File: config.mk
export PLATFORM = sky130hd
export DESIGN_NAME = sram_arbiter
export DESIGN_NICKNAME = d
export VERILOG_FILES = /design/src/rtl/sram_arbiter.sv
export SDC_FILE = /design/constraint.sdc
export NUM_CORES = 1
export LEC_CHECK = 0
export BUFFER_PORTS_ARGS = -buffer_cell sky130_fd_sc_hd__buf_2
export CAP_MARGIN = 20
export CORE_AREA = 2 2 118 120
export DETAILED_ROUTE_END_ITERATION = 10
export DIE_AREA = 0 0 120 122
export PLACE_DENSITY = 0.51
export SLEW_MARGIN = 20
export SYNTH_ARGS = -nofsm -noshare
export SYNTH_HDL_FRONTEND = slang
export SYNTH_SLANG_ARGS = --single-unit
File: constraint.sdc
create_clock -name clk -period 1.7 [get_ports clk]
set_input_delay 0.34 -clock clk [delete_from_list [all_inputs] [get_ports clk]]
set_output_delay 0.34 -clock clk [all_outputs]
set_load 0.01 [all_outputs]
File: src/rtl/sram_arbiter.sv
// sram_arbiter: shares one sram-like master port between an instruction
// slave port and a data slave port. One transaction is in flight at a time;
// the arbiter walks IDLE -> (ADDR) -> DATA -> IDLE for each transfer.
//
// Parameters
//   DATA_FIRST : 1 = data port has fixed priority, 0 = round-robin
// Ports
//   clk, rst                     : rising-edge clock, async active-high reset
//   inst_req/wr/size/addr/wdata  : instruction slave request
//   inst_rdata/addr_ok/data_ok   : instruction slave response
//   data_req/wr/size/addr/wdata  : data slave request
//   data_rdata/addr_ok/data_ok   : data slave response
//   m_req/wr/size/addr/wdata     : shared master request
//   m_rdata/addr_ok/data_ok      : master response
module sram_arbiter #(
  parameter bit DATA_FIRST = 1'b1
) (
  input  logic        clk,
  input  logic        rst,
  // instruction slave port
  input  logic        inst_req,
  input  logic        inst_wr,
  input  logic [1:0]  inst_size,
  input  logic [31:0] inst_addr,
  input  logic [31:0] inst_wdata,
  output logic [31:0] inst_rdata,
  output logic        inst_addr_ok,
  output logic        inst_data_ok,
  // data slave port
  input  logic        data_req,
  input  logic        data_wr,
  input  logic [1:0]  data_size,
  input  logic [31:0] data_addr,
  input  logic [31:0] data_wdata,
  output logic [31:0] data_rdata,
  output logic        data_addr_ok,
  output logic        data_data_ok,
  // shared master port
  output logic        m_req,
  output logic        m_wr,
  output logic [1:0]  m_size,
  output logic [31:0] m_addr,
  output logic [31:0] m_wdata,
  input  logic [31:0] m_rdata,
  input  logic        m_addr_ok,
  input  logic        m_data_ok
);

  typedef enum logic [1:0] {IDLE, ADDR, DATA} state_t;

  state_t state_reg, state_next;
  logic   owner_reg, owner_next;           // 0 = inst, 1 = data
  logic   last_grant_reg, last_grant_next; // 0 = inst, 1 = data

  logic        any_req;
  logic        winner;
  logic        sel;        // port whose fields are muxed onto the master
  logic        sel_req;
  logic        sel_wr;
  logic [1:0]  sel_size;
  logic [31:0] sel_addr;
  logic [31:0] sel_wdata;
  logic        addr_ok_grant;
  logic        data_ok_grant;

  assign any_req = inst_req | data_req;

  // Winner of a fresh arbitration round. In round-robin mode a tie goes to
  // the port that was not granted last; a lone requester always wins.
  always_comb begin
    winner = data_req;
    if (!DATA_FIRST && inst_req && data_req) begin
      winner = ~last_grant_reg;
    end
  end

  // In IDLE the fields come from the winner being granted this cycle; in
  // ADDR they come from the latched owner so no switch happens mid-request.
  assign sel       = (state_reg == IDLE) ? winner : owner_reg;
  assign sel_req   = sel ? data_req   : inst_req;
  assign sel_wr    = sel ? data_wr    : inst_wr;
  assign sel_size  = sel ? data_size  : inst_size;
  assign sel_addr  = sel ? data_addr  : inst_addr;
  assign sel_wdata = sel ? data_wdata : inst_wdata;

  always_ff @(posedge clk or posedge rst) begin
    if (rst) begin
      state_reg      <= IDLE;
      owner_reg      <= 1'b0;
      last_grant_reg <= 1'b1;
    end else begin
      state_reg      <= state_next;
      owner_reg      <= owner_next;
      last_grant_reg <= last_grant_next;
    end
  end

  always_comb begin
    state_next      = state_reg;
    owner_next      = owner_reg;
    last_grant_next = last_grant_reg;
    m_req           = 1'b0;
    m_wr            = 1'b0;
    m_size          = '0;
    m_addr          = '0;
    m_wdata         = '0;
    data_ok_grant   = 1'b0;

    case (state_reg)
      IDLE: begin
        if (any_req) begin
          m_req           = 1'b1;
          m_wr            = sel_wr;
          m_size          = sel_size;
          m_addr          = sel_addr;
          m_wdata         = sel_wdata;
          owner_next      = winner;
          last_grant_next = winner;
          state_next      = m_addr_ok ? DATA : ADDR;
        end
      end
      ADDR: begin
        // An owner that drops req before acceptance simply stalls here.
        if (sel_req) begin
          m_req   = 1'b1;
          m_wr    = sel_wr;
          m_size  = sel_size;
          m_addr  = sel_addr;
          m_wdata = sel_wdata;
          if (m_addr_ok) begin
            state_next = DATA;
          end
        end
      end
      DATA: begin
        if (m_data_ok) begin
          data_ok_grant = 1'b1;
          state_next    = IDLE;
        end
      end
      default: begin
        state_next = IDLE;
      end
    endcase

    // Outputs are forced low for as long as reset is held, not just from the
    // next edge, so a reset mid-transfer is visible to the slaves at once.
    if (rst) begin
      m_req         = 1'b0;
      m_wr          = 1'b0;
      m_size        = '0;
      m_addr        = '0;
      m_wdata       = '0;
      data_ok_grant = 1'b0;
    end
  end

  // m_req is only ever high in IDLE or ADDR, so this also restricts addr_ok
  // to those states.
  assign addr_ok_grant = m_req & m_addr_ok;

  assign inst_addr_ok = addr_ok_grant & ~sel;
  assign data_addr_ok = addr_ok_grant &  sel;
  assign inst_data_ok = data_ok_grant & ~owner_reg;
  assign data_data_ok = data_ok_grant &  owner_reg;

  // Read data is broadcast; data_ok is the only qualifier.
  assign inst_rdata = m_rdata;
  assign data_rdata = m_rdata;

endmodule

Word-level counts from Yosys, hierarchy flattened:

Cells that the tools add are included.

* flip-flop bits (word level): 3
* output and inout port bits: 136
* input bits: 172

* eq/ne operators: 6
* reduce and logical (&&, ||, !) cells: 3
* muxes and demuxes: 35
* bitwise gates (word level): 8

Operators by type and width (count)
* 2-to-1 mux 32 bit: 8
* case mux 32 bit (2 select lines): 2
* 2-to-1 mux 2 bit: 9
* 2-to-1 mux 1 bit: 12
* inequality test 2 bit, second input constant: 4
* case mux 2 bit (3 select lines): 1
* bitwise AND 1 bit: 5
* case mux 1 bit (2 select lines): 2
* case mux 2 bit (2 select lines): 1
* AND reduction 4 bit: 1
* equality test 2 x 1 -> 1 bit, second input constant: 1
* equality test 2 bit, second input constant: 1
* logical NOT 2 bit: 1
* NOT 1 bit: 2
* AND reduction 2 bit: 1
* OR 1 bit: 1

Longest topological paths before layout:

* word-level depth: 8
* depth in mapped cells: 7

Least setup slack after synthesis:

No wires, ideal clock.

* path type: reg-to-output
* start: register state_reg[1]
* end: output data_addr_ok
* data arrival time: 1395 ps
* cell stages (with the launch flop): 6
* path buffers: 3
* data required time: 1360 ps
* setup slack: -35 ps
* cell sequence: dfrtp_1 -> buf_6 -> or3b_1 -> buf_2 -> buf_2 -> a211oi_2

* cells in the longest elaborated chain, start to end: 8
* elaborated cells between the ends (all ways): 9
* those cells by class: eq/ne (1); mux (5); bitwise (2); reduce/logical (1)

RTL lines
* from (decl): RTL line 51 `state_t state_reg, state_next;`
* from (signal assigned): RTL line 92 `state_reg <= state_next;`
* logical NOT 2 bit: RTL line 79, 109
* 2-to-1 mux 1 bit: RTL line 79 `assign sel = (state_reg == IDLE) ? winner : owner_reg;`
* 2-to-1 mux 1 bit: RTL line 80 `assign sel_req = sel ? data_req : inst_req;`
* 2-to-1 mux 1 bit: RTL line 124 `if (sel_req) begin`
* case mux 1 bit (2 select lines): RTL line 109 `case (state_reg)`
* 2-to-1 mux 1 bit: RTL line 148 `if (rst) begin`
* bitwise AND 1 bit: RTL line 160 `assign addr_ok_grant = m_req & m_addr_ok;`
* bitwise AND 1 bit (*): RTL line 163 `assign data_addr_ok = addr_ok_grant & sel;`
* to (decl): RTL line 36 `output logic data_addr_ok,`

Mark *: on every way between the ends. The rest lies on a longest branch, timed or not.

Worst setup path after layout:

* start: register state_reg[0]
* end: output m_addr[19]

* cells in the longest elaborated chain, start to end: 6
* elaborated cells between the ends (all ways): 9
* those cells by class: eq/ne (1); mux (7); reduce/logical (1)

RTL lines
* logical NOT 2 bit: RTL line 79, 109
* 2-to-1 mux 1 bit: RTL line 79
* 2-to-1 mux 32 bit / 2-to-1 mux 1 bit (equally long branches): RTL line 83, 80
* 2-to-1 mux 32 bit, on equally long branches: RTL line 124, 111
* case mux 32 bit (2 select lines) (*): RTL line 109
* 2-to-1 mux 32 bit (*): RTL line 148
* to (decl): RTL line 42 `output logic [31:0] m_addr,`

Marked as above.

==> run summary <==
Outcome: finished with violations
Violated checks: negative setup slack
Asr flop ratio synth: 1.00
Avg Inst Size Synth: 6.50 um2
Setup TNS: -23.77 ns
Critical R2R Capture: owner_reg$_DFFE_PP0N_
Worst setup path start: state_reg[0]$_DFFE_PP0P_
CTS Buffer Depth: 2
Post-Syn Area: 2160 um2
Worst path required time: 1.36 ns
Relative slew slack: 0.844
CTS tree: built
Xor/xnor cell area share of the yosys netlist: 0
Max Freq: 0.481 GHz
Number of flip-flops in the largest register: 2
Largest family of logic cells by synthesized area: compound AO/OA/AOI/OAI gates
Cells after DPL: 652
Design Area, Final: 3840 um2
Fraction of the mapped netlist area in compound gates: 0.382
Aggregate global routing overflow: 0
Setup Viol. Count Final: 72
NumNets Final: 675
Worst r2r path cells: 6
Critical-path top delay cell: dfrtp_2
Largest net degree at the start of global routing: 34
Hold slack: 0.149 ns
YS warnings: 0
Syn Inst Count: 333
Clock Skew: 0.00325 ns
Ys flop type: dfrtp_1
Routed vias/inst: 4.48
Crit Reg-Reg Startpoint: state_reg[0]$_DFFE_PP0P_
Period utilisation layout: 1.22
# port buffers: 211
Skew-Pair Late Insertion Delay: 0.23 ns
Seq/Total Area, Yosys: 0.0347
Htree depth: 1
Diodes inserted: 0
Die ar.: 14600 um2
Netlist cell types: 30
Iter 0 DRT Violations: 97
Site Rows: 43
Die Wd: 120 um
Final Hold Fails: 0
First-pass iteration count of the detailed router: 4
Placed Instance Area: 3110 um2
Adder-cell share of the synthesized area: 0
Area grow syn2layout: 77.4%
Critical Path Fanout Max: 6
RSZ-0062 raised after global routing: true
Slew @ Worst Pin: 0.232 ns
Largest cells by area after synthesis: buf_4 (27%), o21ai_0 (15%), a21oi_1 (11%), nand3_1 (11%), nand3_2 (9.3%)
Critical Path Start Type: flip-flop
WL per Instance: 15.6 um
Critical-path cell list: buf_6, o21ai_4, buf_12, buf_8, clkbuf_16, nand3_2, a21oi_2, buf_2
Post-synthesis simple-gate area fraction: 0.241
Top delay family on crit path: buffers and inverters
Maximum vdd ir drop: 0.000936 V
Mux cell area share after synthesis: 0.00463
Global-route wire length before repair: 14600 um
CP arrival: 1.74 ns
Worst setup margin: -0.379 ns
Clock sinks: 3
Pins Over Slew Limit: 0
Area leader, netlist: buf_4
Pwr/cell area: 1240 nW/um2
Total Routing Usage GR: 0.124
Yosys top cell area share: 0.267
Tmin final: 2.08 ns
Mapped Nets: 505
Num ports: 308
Critical Setup Path Class: reg -> out
Routed via count: 3055
Aggregate routed wire length: 10600 um
Worst Setup End Kind: output pin
Pwr Total: 4.76 mW
Root buf cell: clkbuf_16
Clock transition at path regs: 0.03 ns
CP max stage delay: 0.44 ns
Ratio of cells with drive above 1 in the final layout: 0.709
Final antenna-violating net count: 0
WP buf/inv: 5
Initial core utilization: 0.160
Post-synth EDFFs: 0
CTS buffer count: 3
DRC Markers: 0
Core box area: 13500 um2
GPL Wtd Cong: 0.723
Fin cells: 682
Die H: 122 um
Initial antenna violation count: 0
Synth Register Bits: 3
Reg2Reg Setup Slack: 0.46 ns
Post-DP HPWL: 7230 um
Max cap viols: 0
Leak: 1.88 nW
Vias in the first global route: 2687
Hold Path Class: in -> async
==> layout make-up <==
type	instances	area, um2
fill	1493	9670
timing repair buffer	268	1870
multi-input combinational	223	1570
tap	180	225
clock buffer	4	78.8
sequential	3	77.6
inverter	4	17.5
==> stage by stage <==
| stage | utilization | setup WS (ns) |
|---|---|---|
| detailed placement | 0.231 | -0.180 |
| global route | 0.284 | -0.442 |
| global placement | 0.231 | -0.207 |
| floorplan | - | -0.0255 |
| CTS | 0.260 | -0.408 |
| finish | 0.284 | -0.379 |
==> per-layer routing <==
layer | share of wire | wire [um] | GRT usage | vias to the layer above
li1 | - | - | - | 1464
met5 | 0 | 0 | 0 | -
met2 | 0.47 | 4990 | 0.200 | 179
met3 | 0.083 | 886 | 0.0257 | 23
met4 | 0.015 | 157 | 0.0294 | 0
met1 | 0.43 | 4590 | 0.170 | 1389
==> how the worst max path moves through the flow <==
stage	end	slack, ns	cells past startpoint
6_report	m_addr[19]	-0.38	8
5_1_grt	inst_addr_ok	-0.44	7
4_1_cts	m_wdata[2]	-0.41	8
3_5_place_dp	m_wdata[0]	-0.18	6
3_3_place_gp	m_wdata[17]	-0.21	5
2_1_floorplan	m_addr[13]	-0.03	7
==> layout by cell type (no fill, tap or decap), drive strengths merged, types with 2 or more instances in the layout <==
| master | count |
|---|---|
| a21oi | 68 |
| buf | 265 |
| clkbuf | 7 |
| dfrtp | 3 |
| inv | 4 |
| nand2 | 2 |
| nand3 | 67 |
| nor2 | 2 |
| nor4 | 2 |
| o21ai | 70 |
| or3b | 2 |
==> timing repair <==
item                                    4_1_cts  5_1_grt
endpoints found under the setup margin       72       72
pin swaps                                    17       22
buffers inserted                             10        8
gates cloned                                  5        6
resized for setup                            21       64
hold buffers                                  0        0
==> worst min-delay path: cells and delay by family <==
family / cells / cell delay, ns
buffers and inverters: 3 / 0.38
==> synth_stat cells, types with 2 or more instances <==
| cell type | count |
|---|---|
| nand3_2 | 20 |
| a21oi_1 | 48 |
| buf_2 | 6 |
| o21ai_0 | 63 |
| buf_4 | 77 |
| nand3_1 | 47 |
| nand2_1 | 2 |
| buf_6 | 4 |
| dfrtp_1 | 3 |
| o21ai_1 | 6 |
| nor2_1 | 2 |
| or3b_1 | 2 |
| a21oi_2 | 20 |
| inv_1 | 4 |
| clkbuf_1 | 14 |
==> cell families (layout without fill, tap and decap cells) <==
kind of cell / count (synthesis) / count (layout)
AOI/OAI and AO/OA: 144 / 144
DFF: 3 / 3
muxes: 1 / 1
buffers and inverters: 107 / 276
and+or+nand+nor: 78 / 78
==> power breakdown <==
part | internal, mW | switching, mW
clock network | 0.310 | 0.0673
registers | 0.101 | 0.0466
logic | 2.08 | 2.16
No activity file was read; power rests on OpenSTA's default activity.
